==> config.mk <==
export PLATFORM = sky130hd
export DESIGN_NAME = pipeline_run_monitor
export DESIGN_NICKNAME = d
export VERILOG_FILES = /design/src/rtl/pipeline_mon_pkg.sv /design/src/rtl/mon_write_log.sv /design/src/rtl/pipeline_run_monitor.sv
export SDC_FILE = /design/constraint.sdc
export NUM_CORES = 1
export LEC_CHECK = 0
export ABC_CLOCK_PERIOD_IN_PS = 6400
export CORE_ASPECT_RATIO = 0.6
export CORE_MARGIN = 2
export CORE_UTILIZATION = 52
export CTS_CLUSTER_SIZE = 10
export DETAILED_ROUTE_END_ITERATION = 10
export PLACE_DENSITY = 0.75
export SETUP_SLACK_MARGIN = 0.05
export SYNTH_ARGS = -nofsm -noshare
export SYNTH_HDL_FRONTEND = slang
export SYNTH_SLANG_ARGS = --single-unit
==> constraint.sdc <==
create_clock -name clk -period 6.4 [get_ports clk]
set_input_delay 0.96 -clock clk [delete_from_list [all_inputs] [get_ports clk]]
set_output_delay 0.96 -clock clk [all_outputs]
set_load 0.03 [all_outputs]
==> src/rtl/pipeline_mon_pkg.sv <==
// Shared types for the pipeline run monitor.
//   run_state_e : run controller states
//   log_entry_t : one captured data-memory write {addr, data}
// PKG_ADDR_W / PKG_DATA_W are the default bus widths; the top level uses
// them as its own parameter defaults, so the log entry layout matches the
// core buses.
package pipeline_mon_pkg;

    localparam int PKG_ADDR_W = 32;
    localparam int PKG_DATA_W = 32;

    typedef enum logic [2:0] {
        IDLE,
        HOLD_RESET,
        RUN,
        PASS,
        FAIL
    } run_state_e;

    typedef struct packed {
        logic [PKG_ADDR_W-1:0] addr;
        logic [PKG_DATA_W-1:0] data;
    } log_entry_t;

endpackage

==> src/rtl/mon_write_log.sv <==
// Write log for the run monitor: keeps the first LOG_DEPTH writes of a run
// in append order (no wrap-around) and flags any write that did not fit.
// Ports:
//   clk, reset     : clock, asynchronous active-low reset
//   clear          : empties the log (count and overflow) at the next edge
//   wr_en          : append wr_entry this cycle
//   wr_entry       : {addr, data} to append
//   rd_idx         : read index
//   rd_entry       : entry at rd_idx (combinational read)
//   count          : number of valid entries (0..LOG_DEPTH)
//   overflow       : at least one write was dropped because the log was full
module mon_write_log
    import pipeline_mon_pkg::*;
#(
    parameter int LOG_DEPTH = 8
) (
    input  logic                         clk,
    input  logic                         reset,
    input  logic                         clear,
    input  logic                         wr_en,
    input  log_entry_t                   wr_entry,
    input  logic [$clog2(LOG_DEPTH)-1:0] rd_idx,
    output log_entry_t                   rd_entry,
    output logic [$clog2(LOG_DEPTH):0]   count,
    output logic                         overflow
);

    localparam int IDX_W = $clog2(LOG_DEPTH);
    localparam int CNT_W = IDX_W + 1;
    localparam logic [CNT_W-1:0] DEPTH_CNT = CNT_W'(LOG_DEPTH);

    log_entry_t       entries_q [LOG_DEPTH];
    logic [CNT_W-1:0] count_q, count_d;
    logic             overflow_q, overflow_d;
    logic             full;

    assign full = (count_q == DEPTH_CNT);

    always_comb begin
        count_d    = count_q;
        overflow_d = overflow_q;
        if (clear) begin
            count_d    = '0;
            overflow_d = 1'b0;
        end else if (wr_en) begin
            if (full) begin
                overflow_d = 1'b1;
            end else begin
                count_d = count_q + 1'b1;
            end
        end
    end

    always_ff @(posedge clk or negedge reset) begin
        if (!reset) begin
            count_q    <= '0;
            overflow_q <= 1'b0;
        end else begin
            count_q    <= count_d;
            overflow_q <= overflow_d;
        end
    end

    // Entry storage is not reset: contents beyond count are meaningless.
    always_ff @(posedge clk) begin
        if (wr_en && !clear && !full) begin
            entries_q[count_q[IDX_W-1:0]] <= wr_entry;
        end
    end

    assign rd_entry = entries_q[rd_idx];
    assign count    = count_q;
    assign overflow = overflow_q;

endmodule

==> src/rtl/pipeline_run_monitor.sv <==
// Run controller and memory-write monitor for the pipelined core.
// Holds the core in reset until start, releases it after RESET_CYCLES,
// counts RUN cycles, logs data-memory writes and ends the run with PASS
// when DONE_VALUE is written to DONE_ADDR, FAIL on any other value written
// there, or FAIL+timeout after TIMEOUT RUN cycles.
// Ports:
//   clk, reset (async, active-low), start (one-cycle run request)
//   mem_write, data_addr, write_data : core data-memory write bus
//   core_reset : active-high reset to the core
//   busy / done / pass / timeout     : run status (registered)
//   cycle_count : RUN cycles elapsed (saturating)
//   log_count, log_overflow          : write log status
//   log_rd_idx -> log_rd_addr/log_rd_data : combinational log read port
module pipeline_run_monitor
    import pipeline_mon_pkg::*;
#(
    parameter int              DATA_W       = PKG_DATA_W,
    parameter int              ADDR_W       = PKG_ADDR_W,
    parameter int              RESET_CYCLES = 3,
    parameter int              TIMEOUT      = 4096,
    parameter longint unsigned DONE_ADDR    = 'h64,
    parameter longint unsigned DONE_VALUE   = 7,
    parameter int              LOG_DEPTH    = 8
) (
    input  logic                         clk,
    input  logic                         reset,
    input  logic                         start,
    input  logic                         mem_write,
    input  logic [ADDR_W-1:0]            data_addr,
    input  logic [DATA_W-1:0]            write_data,
    output logic                         core_reset,
    output logic                         busy,
    output logic                         done,
    output logic                         pass,
    output logic                         timeout,
    output logic [31:0]                  cycle_count,
    output logic [$clog2(LOG_DEPTH):0]   log_count,
    output logic                         log_overflow,
    input  logic [$clog2(LOG_DEPTH)-1:0] log_rd_idx,
    output logic [ADDR_W-1:0]            log_rd_addr,
    output logic [DATA_W-1:0]            log_rd_data
);

    localparam int HOLD_W = (RESET_CYCLES > 1) ? $clog2(RESET_CYCLES) : 1;
    localparam logic [HOLD_W-1:0] HOLD_LAST   = HOLD_W'(RESET_CYCLES - 1);
    localparam logic [31:0]       CYCLE_LAST  = 32'(TIMEOUT - 1);
    localparam logic [ADDR_W-1:0] SIG_ADDR    = ADDR_W'(DONE_ADDR);
    localparam logic [DATA_W-1:0] SIG_VALUE   = DATA_W'(DONE_VALUE);

    run_state_e        state_q, state_d;
    logic [1:0]        rst_sync_q, rst_sync_d;
    logic [HOLD_W-1:0] hold_cnt_q, hold_cnt_d;
    logic [31:0]       cycle_cnt_q, cycle_cnt_d;
    logic              pass_q, pass_d;
    logic              timeout_q, timeout_d;
    logic              core_reset_q, core_reset_d;
    logic              busy_q, busy_d;
    logic              done_q, done_d;
    logic              log_clear;
    logic              log_wr_en;
    logic              sig_write;
    log_entry_t        log_wr_entry;
    log_entry_t        log_rd_entry;

    // Reset release is seen by the FSM only after two clean edges, so a
    // start arriving right at deassertion cannot leave IDLE metastably.
    assign rst_sync_d = {rst_sync_q[0], 1'b1};

    assign log_wr_en = (state_q == RUN) && mem_write;
    assign sig_write = log_wr_en && (data_addr == SIG_ADDR);

    always_comb begin
        log_wr_entry      = '0;
        log_wr_entry.addr = data_addr;
        log_wr_entry.data = write_data;
    end

    always_comb begin
        state_d     = state_q;
        hold_cnt_d  = hold_cnt_q;
        cycle_cnt_d = cycle_cnt_q;
        pass_d      = pass_q;
        timeout_d   = timeout_q;
        log_clear   = 1'b0;

        case (state_q)
            IDLE, PASS, FAIL: begin
                if (start && rst_sync_q[1]) begin
                    state_d     = HOLD_RESET;
                    hold_cnt_d  = '0;
                    cycle_cnt_d = '0;
                    pass_d      = 1'b0;
                    timeout_d   = 1'b0;
                    log_clear   = 1'b1;
                end
            end
            HOLD_RESET: begin
                if (hold_cnt_q == HOLD_LAST) begin
                    state_d = RUN;
                end else begin
                    hold_cnt_d = hold_cnt_q + 1'b1;
                end
            end
            RUN: begin
                // A signature write wins over the timeout in the same cycle;
                // cycle_count keeps the index of the terminating cycle.
                if (sig_write) begin
                    pass_d  = (write_data == SIG_VALUE);
                    state_d = (write_data == SIG_VALUE) ? PASS : FAIL;
                end else if (cycle_cnt_q == CYCLE_LAST) begin
                    state_d   = FAIL;
                    timeout_d = 1'b1;
                end else if (cycle_cnt_q != '1) begin
                    cycle_cnt_d = cycle_cnt_q + 1'b1;
                end
            end
            default: state_d = IDLE;
        endcase

        core_reset_d = (state_d == IDLE) || (state_d == HOLD_RESET);
        busy_d       = (state_d == HOLD_RESET) || (state_d == RUN);
        done_d       = (state_d == PASS) || (state_d == FAIL);
    end

    always_ff @(posedge clk or negedge reset) begin
        if (!reset) begin
            state_q      <= IDLE;
            rst_sync_q   <= 2'b00;
            hold_cnt_q   <= '0;
            cycle_cnt_q  <= '0;
            pass_q       <= 1'b0;
            timeout_q    <= 1'b0;
            core_reset_q <= 1'b1;
            busy_q       <= 1'b0;
            done_q       <= 1'b0;
        end else begin
            state_q      <= state_d;
            rst_sync_q   <= rst_sync_d;
            hold_cnt_q   <= hold_cnt_d;
            cycle_cnt_q  <= cycle_cnt_d;
            pass_q       <= pass_d;
            timeout_q    <= timeout_d;
            core_reset_q <= core_reset_d;
            busy_q       <= busy_d;
            done_q       <= done_d;
        end
    end

    mon_write_log #(
        .LOG_DEPTH (LOG_DEPTH)
    ) u_log (
        .clk      (clk),
        .reset    (reset),
        .clear    (log_clear),
        .wr_en    (log_wr_en),
        .wr_entry (log_wr_entry),
        .rd_idx   (log_rd_idx),
        .rd_entry (log_rd_entry),
        .count    (log_count),
        .overflow (log_overflow)
    );

    assign core_reset  = core_reset_q;
    assign busy        = busy_q;
    assign done        = done_q;
    assign pass        = pass_q;
    assign timeout     = timeout_q;
    assign cycle_count = cycle_cnt_q;
    assign log_rd_addr = log_rd_entry.addr;
    assign log_rd_data = log_rd_entry.data;

endmodule

==> out/qor.json, run 1 <==
{
  "post_synth_edffs": {"value": 512},
  "gr-usage-all-layers": {"value": 21.7, "unit": "%"},
  "drc": {"value": 0},
  "clock_transition_at_the_registers_of_the_reported_paths": {"value": 50, "unit": "ps"},
  "most_used_standard_cells_in_the_synthesized_netlist": {"value": "edfxtp_1 (512), mux4_2 (128), mux2_2 (66), dfrtp_1 (48), nor2_1 (36)"},
  "cap_violations": {"value": 0},
  "power-per-cell-area": {"value": 317, "unit": "nW/µm²"},
  "syn-num-nets": {"value": 1152},
  "synth.largest_area_cell": {"value": "edfxtp_1"},
  "synth_area": {"value": 22200, "unit": "µm²"},
  "worst_pin_slew": {"value": 1170, "unit": "ps"},
  "intPower": {"value": 6.44, "unit": "mW"},
  "wire_per_inst": {"value": 25.3, "unit": "µm"},
  "post_drt_via_cell_ratio": {"value": 6.08},
  "grt_setup_unrepaired": {"value": "no"},
  "final.setup.tns": {"value": 0, "unit": "ps"},
  "worst_path_dominant_cell_family": {"value": "buffers and inverters"},
  "worst-endpoint-arrival": {"value": 3490, "unit": "ps"},
  "synthesis.yosys.warnings": {"value": 0},
  "cts.hold.buffers_added": {"value": 0},
  "ys_seq_elements": {"value": 561},
  "netlist.area_leader.share": {"value": 69.4, "unit": "%"},
  "slew_viol_final": {"value": 0},
  "critical_path.startpoint_type": {"value": "primary input"},
  "drt_pass1_iterations": {"value": 6},
  "power_switching_share": {"value": 23.0, "unit": "%"},
  "pin_count": {"value": 177},
  "post_cts_resize_count": {"value": 0},
  "relSlewSlack": {"value": 22.0, "unit": "%"},
  "cts_max_level": {"value": 3},
  "ir_drop": {"value": 0.200, "unit": "mV"},
  "final_period_demand_of_the_worst_path": {"value": 4450, "unit": "ps"},
  "dr.first_iter.drc_count": {"value": 1369},
  "pin_count_of_the_biggest_net_entering_global_routing": {"value": 90},
  "cts_setup_buffers": {"value": 0},
  "post_synthesis_async_set_or_reset_flop_share": {"value": 8.73, "unit": "%"},
  "post_route_cells_drive_above_1_share": {"value": 25.0, "unit": "%"},
  "vias": {"value": 11400},
  "critical_path_peak_fanout": {"value": 56},
  "synth-main-ff-cell": {"value": "edfxtp_1"},
  "first_global_vias": {"value": 11500},
  "run_status": {"value": "complete, no violations"},
  "fp.dieW": {"value": 271, "unit": "µm"},
  "fill_cells": {"value": 2903},
  "number_of_sinks_on_the_clock_net": {"value": 561},
  "start_util": {"value": 52.8, "unit": "%"},
  "grt_overflow": {"value": 0},
  "fin_crit_sh": {"value": 69.5, "unit": "%"},
  "grt_pass1_wl": {"value": 71300, "unit": "µm"},
  "crit_chain": {"value": "clkbuf_8, buf_4, mux4_2, mux2_2, clkdlybuf4s50_1"},
  "sequential_element_share_of_the_synthesized_area": {"value": 74.9, "unit": "%"},
  "power_leakage": {"value": 8.54, "unit": "nW"},
  "timing.setup.critical_path_class": {"value": "primary input to output port"},
  "totalWireLength": {"value": 47600, "unit": "µm"},
  "cts_buffer_depth": {"value": 3},
  "fin_nets": {"value": 1366},
  "cp_slowest_stage_delay": {"value": 610, "unit": "ps"},
  "std_cell_rows": {"value": 58},
  "clock_skew": {"value": 16.6, "unit": "ps"},
  "numCtsBuffers": {"value": 66},
  "yosys.cell_types.count": {"value": 60},
  "synth.most_common_cell": {"value": "edfxtp_1"},
  "drt.antenna.violating_nets": {"value": 0},
  "layout-area-overhead-vs-synth": {"value": 19.1, "unit": "%"},
  "crit_path_end_kind": {"value": "output port"},
  "timing.critical_path.slowest_stage_cell": {"value": "clkdlybuf4s50_1"},
  "postSynthAreaPerCell": {"value": 20.6, "unit": "µm²"},
  "power.share.combinational": {"value": 10.7, "unit": "%"},
  "timing.final.hold_violations": {"value": 0},
  "yosys-top-cells-area": {"value": "edfxtp_1 (69%), mux4_2 (13%), dfrtp_1 (5.4%)"},
  "finalSetupViolCount": {"value": 0},
  "cts_tree": {"value": "built"},
  "clock_tree.root_cell": {"value": "clkbuf_16"},
  "max_freq": {"value": 225, "unit": "MHz"},
  "clk-insertion-delay-late": {"value": 570, "unit": "ps"},
  "die_height": {"value": 164, "unit": "µm"},
  "path_buf_inv": {"value": 3},
  "power_frac_seq": {"value": 50.6, "unit": "%"},
  "post-dp-hpwl": {"value": 27400, "unit": "µm"},
  "critPathRequiredTime": {"value": 5440, "unit": "ps"},
  "n_antenna_cell": {"value": 0},
  "antenna_found_initial": {"value": 0},
  "clock_power_share": {"value": 38.8, "unit": "%"},
  "die_area": {"value": 44300, "unit": "µm²"},
  "fin_cells": {"value": 1881},
  "synthCells": {"value": 1077},
  "routabilityCongestion": {"value": 0.853},
  "placedCellCount": {"value": 1793},
  "hold_class": {"value": "flop to flop"},
  "port_buffers": {"value": 176},
  "p_sw": {"value": 1.93, "unit": "mW"},
  "fp.coreArea": {"value": 41900, "unit": "µm²"}
}
## sequential cells by signal, indices dropped and copies added (netlist names)
register / count
busy: 1
pass: 1
state_q: 3
u_log.count: 4
timeout: 1
core_reset: 1
u_log.overflow: 1
hold_cnt_q: 2
cycle_count: 32
done: 1
rst_sync_q: 2
u_log.entries_q: 512
## area by class of cell
cell class	count	area, µm²	area share, %
timing repair buffer	198	1950	7.38
multi-input combinational	455	5300	20.1
clock inverter	4	56.3	0.213
inverter	9	33.8	0.128
sequential	561	16600	62.9
clock buffer	84	1740	6.59
tap	570	713	2.70
## per-layer routing
metal / vias up / share of wire (%) / track usage, %
met5: - / 0 / 0
met4: 0 / 2.3 / 6.15
met3: 79 / 6.8 / 4.40
met2: 465 / 46 / 32.9
met1: 5979 / 45 / 32.3
li1: 4908 / - / -
## worst paths after layout
check | from | endpoint | slack [ps] | depth (start not counted)
worst max-delay path | log_rd_idx[0] | log_rd_addr[8] | 1950 | 5
worst min-delay path | rst_sync_q[0]$_DFF_PN0_ | rst_sync_q[1]$_DFF_PN0_ | 350 | 0
worst max register to register | state_q[0]$_DFF_PN0_ | u_log.entries_q[1][48]$_DFFE_PP_ | 2860 | 5
worst min register to register | rst_sync_q[0]$_DFF_PN0_ | rst_sync_q[1]$_DFF_PN0_ | 350 | 0
max in group asynchronous | reset | cycle_count[19]$_DFFE_PN0P_ | 5430 | 2
min in group asynchronous | reset | rst_sync_q[1]$_DFF_PN0_ | 490 | 2
## power by group through the flow
stage | Clock (mW) | Combinational (mW) | Sequential, mW
after detailed placement | 0 | 0.899 | 4.30
after floorplan | 0 | 0.493 | 4.33
final | 3.24 | 0.894 | 4.23
after global placement | 0 | 0.881 | 4.29
after CTS | 3.30 | 0.904 | 4.23
after global routing | 3.45 | 0.956 | 4.24
## layout by cell type, fill, tap and decap left out, types with 21 or more instances in the layout
cell type        count
edfxtp_1           512
clkdlybuf4s50_1    172
mux4_2             128
clkbuf_16           67
mux2_2              66
dfrtp_1             48
nand2_1             35
nor2_1              30
a21oi_1             21
buf_4               21
## kinds of logic (layout without fill, tap and decap cells)
group           count (synthesis)  count (layout)  synth area share, %
compound gates                 65              65                 1.88
buf+inv                        61             295                 1.47
mux                           197             197                 16.5
flops                         561             561                 74.9
other cells                     1               1               0.0169
fa+ha+maj                       4               4                0.226
simple gates                  184             184                 4.84
xor+xnor                        4               4                0.158
## stage by stage
step	hold slack, ps	total power [mW]	worst slack [ps]	utilization [%]	cell area [µm²]
global route	363	8.65	1770	62.9	26400
finish	353	8.36	1950	62.9	26400
CTS	357	8.43	1880	62.9	26400
global placement	334	5.17	1910	58.6	24600
detailed placement	336	5.20	1880	58.6	24600
floorplan	331	4.82	359	-	22200
## worst register-to-register path, delay by kind of cell, from the launching register on
kind | cells | cell delay, ps
AND/OR/NAND/NOR | 4 | 2150
buffers and inverters | 1 | 520
flip-flops | 1 | 500
Note: power is estimated with default switching activity, not from simulation.
==> inputs of run 2 (changes only) <==
--- a/config.mk
+++ b/config.mk
@@ -5,7 +5,7 @@
 export SDC_FILE = /design/constraint.sdc
 export NUM_CORES = 1
 export LEC_CHECK = 0
-export ABC_CLOCK_PERIOD_IN_PS = 6400
+export ABC_CLOCK_PERIOD_IN_PS = 3650
 export CORE_ASPECT_RATIO = 0.6
 export CORE_MARGIN = 2
 export CORE_UTILIZATION = 52
==> constraint.sdc (replaced) <==
create_clock -name clk -period 3.65 [get_ports clk]
set_input_delay 0.5475 -clock clk [delete_from_list [all_inputs] [get_ports clk]]
set_output_delay 0.5475 -clock clk [all_outputs]
set_load 0.03 [all_outputs]
==> out/qor.json, run 2 (synthesized netlist as in run 1, its figures left out) <==
{
  "cap_violations": {"value": 0},
  "worst_path_dominant_cell_family": {"value": "buffers and inverters"},
  "antenna_found_initial": {"value": 3},
  "final.setup.tns": {"value": 0, "unit": "ps"},
  "fp.dieW": {"value": 271, "unit": "µm"},
  "most-common-layout-cells": {"value": "edfxtp_1 (512), clkdlybuf4s50_1 (165), mux4_2 (128)"},
  "timing.reg2reg.setup_slack": {"value": 800, "unit": "ps"},
  "crit_chain": {"value": "clkbuf_8, buf_12, mux4_2, mux2_2, clkdlybuf4s50_1"},
  "worstRegToRegCells": {"value": 5},
  "critPathRequiredTime": {"value": 3100, "unit": "ps"},
  "port_buffers": {"value": 176},
  "place_area": {"value": 25000, "unit": "µm²"},
  "die_height": {"value": 164, "unit": "µm"},
  "cts_buffer_depth": {"value": 3},
  "final_common_cell": {"value": "edfxtp_1"},
  "fin_nets": {"value": 1386},
  "drc": {"value": 0},
  "clock_tree.root_cell": {"value": "clkbuf_16"},
  "critical_path_peak_fanout": {"value": 24},
  "gr-usage-all-layers": {"value": 21.7, "unit": "%"},
  "post_drt_via_cell_ratio": {"value": 6.06},
  "timing.critical_path.slowest_stage_cell": {"value": "clkdlybuf4s50_1"},
  "final_core_utilization": {"value": 64.0, "unit": "%"},
  "relSlewSlack": {"value": 40.0, "unit": "%"},
  "largest_register_ff_count": {"value": 512},
  "pin_count": {"value": 177},
  "finalSetupViolCount": {"value": 0},
  "placedCellCount": {"value": 1813},
  "p_total": {"value": 14.7, "unit": "mW"},
  "grt_setup_unrepaired": {"value": "no"},
  "crit_path_end_kind": {"value": "output port"},
  "wire_per_inst": {"value": 24.9, "unit": "µm"},
  "run_status": {"value": "complete, no violations"},
  "numCtsBuffers": {"value": 66},
  "power_leakage": {"value": 8.73, "unit": "nW"},
  "totalWireLength": {"value": 47600, "unit": "µm"},
  "worst_pin_slew": {"value": 893, "unit": "ps"},
  "final_period_demand_of_the_worst_path": {"value": 3100, "unit": "ps"},
  "clock_skew": {"value": 25.8, "unit": "ps"},
  "worst_slack": {"value": 546, "unit": "ps"},
  "dr.first_iter.drc_count": {"value": 1261},
  "worst-endpoint-arrival": {"value": 2560, "unit": "ps"},
  "first_global_vias": {"value": 11700},
  "post_cts_resize_count": {"value": 0},
  "crit-reg2reg-launch": {"value": "state_q[0]$_DFF_PN0_"},
  "cts.hold.buffers_added": {"value": 0},
  "ir_drop": {"value": 0.380, "unit": "mV"},
  "dp_slack": {"value": 139, "unit": "ps"},
  "pin_count_of_the_biggest_net_entering_global_routing": {"value": 65},
  "cp_slowest_stage_delay": {"value": 640, "unit": "ps"},
  "post-dp-hpwl": {"value": 28000, "unit": "µm"},
  "fin_crit_sh": {"value": 85.1, "unit": "%"},
  "path_buf_inv": {"value": 3},
  "hold_class": {"value": "primary input to async pin"},
  "timing.final.hold_violations": {"value": 0},
  "drt.antenna.violating_nets": {"value": 0},
  "routabilityCongestion": {"value": 0.855},
  "power-per-cell-area": {"value": 548, "unit": "nW/µm²"},
  "cts_max_level": {"value": 3},
  "clock_transition_at_the_registers_of_the_reported_paths": {"value": 50, "unit": "ps"},
  "drt_pass1_iterations": {"value": 5},
  "number_of_sinks_on_the_clock_net": {"value": 561},
  "grt_pass1_wl": {"value": 71700, "unit": "µm"},
  "fp.coreArea": {"value": 41900, "unit": "µm²"},
  "std_cell_rows": {"value": 58},
  "design_area": {"value": 26800, "unit": "µm²"},
  "start_util": {"value": 52.8, "unit": "%"},
  "slew_viol_final": {"value": 0},
  "hold_slack": {"value": 39.1, "unit": "ps"},
  "clk-insertion-delay-late": {"value": 580, "unit": "ps"},
  "die_area": {"value": 44300, "unit": "µm²"},
  "cts_setup_buffers": {"value": 0},
  "post_route_cells_drive_above_1_share": {"value": 26.7, "unit": "%"},
  "critical_path.startpoint_type": {"value": "primary input"},
  "timing.rr.end": {"value": "u_log.entries_q[0][3]$_DFFE_PP_"},
  "vias": {"value": 11600},
  "layout-area-overhead-vs-synth": {"value": 21.0, "unit": "%"},
  "timing.setup.critical_path_class": {"value": "primary input to output port"},
  "fin_cells": {"value": 1908},
  "cts_tree": {"value": "built"},
  "max_freq": {"value": 322, "unit": "MHz"},
  "grt_overflow": {"value": 0}
}
## run 2: where the power goes
group / switching, mW / internal [mW] / leakage [nW]
Clock: 2.37 / 3.29 / 0.875
Combinational: 0.939 / 0.679 / 2.58
Sequential: 0.130 / 7.28 / 5.27
Total: 3.44 / 11.3 / 8.73
## run 2: worst max path at each step
stage,startpoint,end,slack (ps),cells past startpoint
after floorplan,u_log.count[0]$_DFFE_PN0P_,u_log.entries_q[2][0]$_DFFE_PP_,-1010,6
after global placement,data_addr[0],done$_DFF_PN0_,200,7
after detailed placement,data_addr[0],busy$_DFF_PN0_,140,7
after CTS,log_rd_idx[0],log_rd_data[13],520,5
after global routing,log_rd_idx[0],log_rd_data[10],460,5
final,log_rd_idx[0],log_rd_addr[4],550,5
## run 2: final cells by class
| cell class | instances | area (µm²) |
|---|---|---|
| antenna | 3 | 7.51 |
| clock buffer | 84 | 1720 |
| clock inverter | 8 | 87.6 |
| fill | 2836 | 15100 |
| inverter | 9 | 33.8 |
| multi-input combinational | 455 | 5310 |
| sequential | 561 | 16600 |
| tap | 570 | 713 |
| timing repair buffer | 218 | 2350 |
## run 2: layer usage
| layer | vias up | part of all wire (%) | GRT usage (%) |
|---|---|---|---|
| li1 | 4962 | - | - |
| met3 | 88 | 6.7 | 4.25 |
| met4 | 0 | 2.5 | 7.43 |
| met5 | - | 0 | 0 |
| met1 | 6045 | 44 | 32.4 |
| met2 | 459 | 47 | 32.7 |
==> inputs of run 3 (changes only) <==
--- a/config.mk
+++ b/config.mk
@@ -13,6 +13,7 @@
 export DETAILED_ROUTE_END_ITERATION = 10
 export PLACE_DENSITY = 0.75
 export SETUP_SLACK_MARGIN = 0.05
+export SLEW_MARGIN = 0
 export SYNTH_ARGS = -nofsm -noshare
 export SYNTH_HDL_FRONTEND = slang
 export SYNTH_SLANG_ARGS = --single-unit
==> results of run 3 <==
Same layout as run 2: the final DEF is identical, and so are final timing and power.
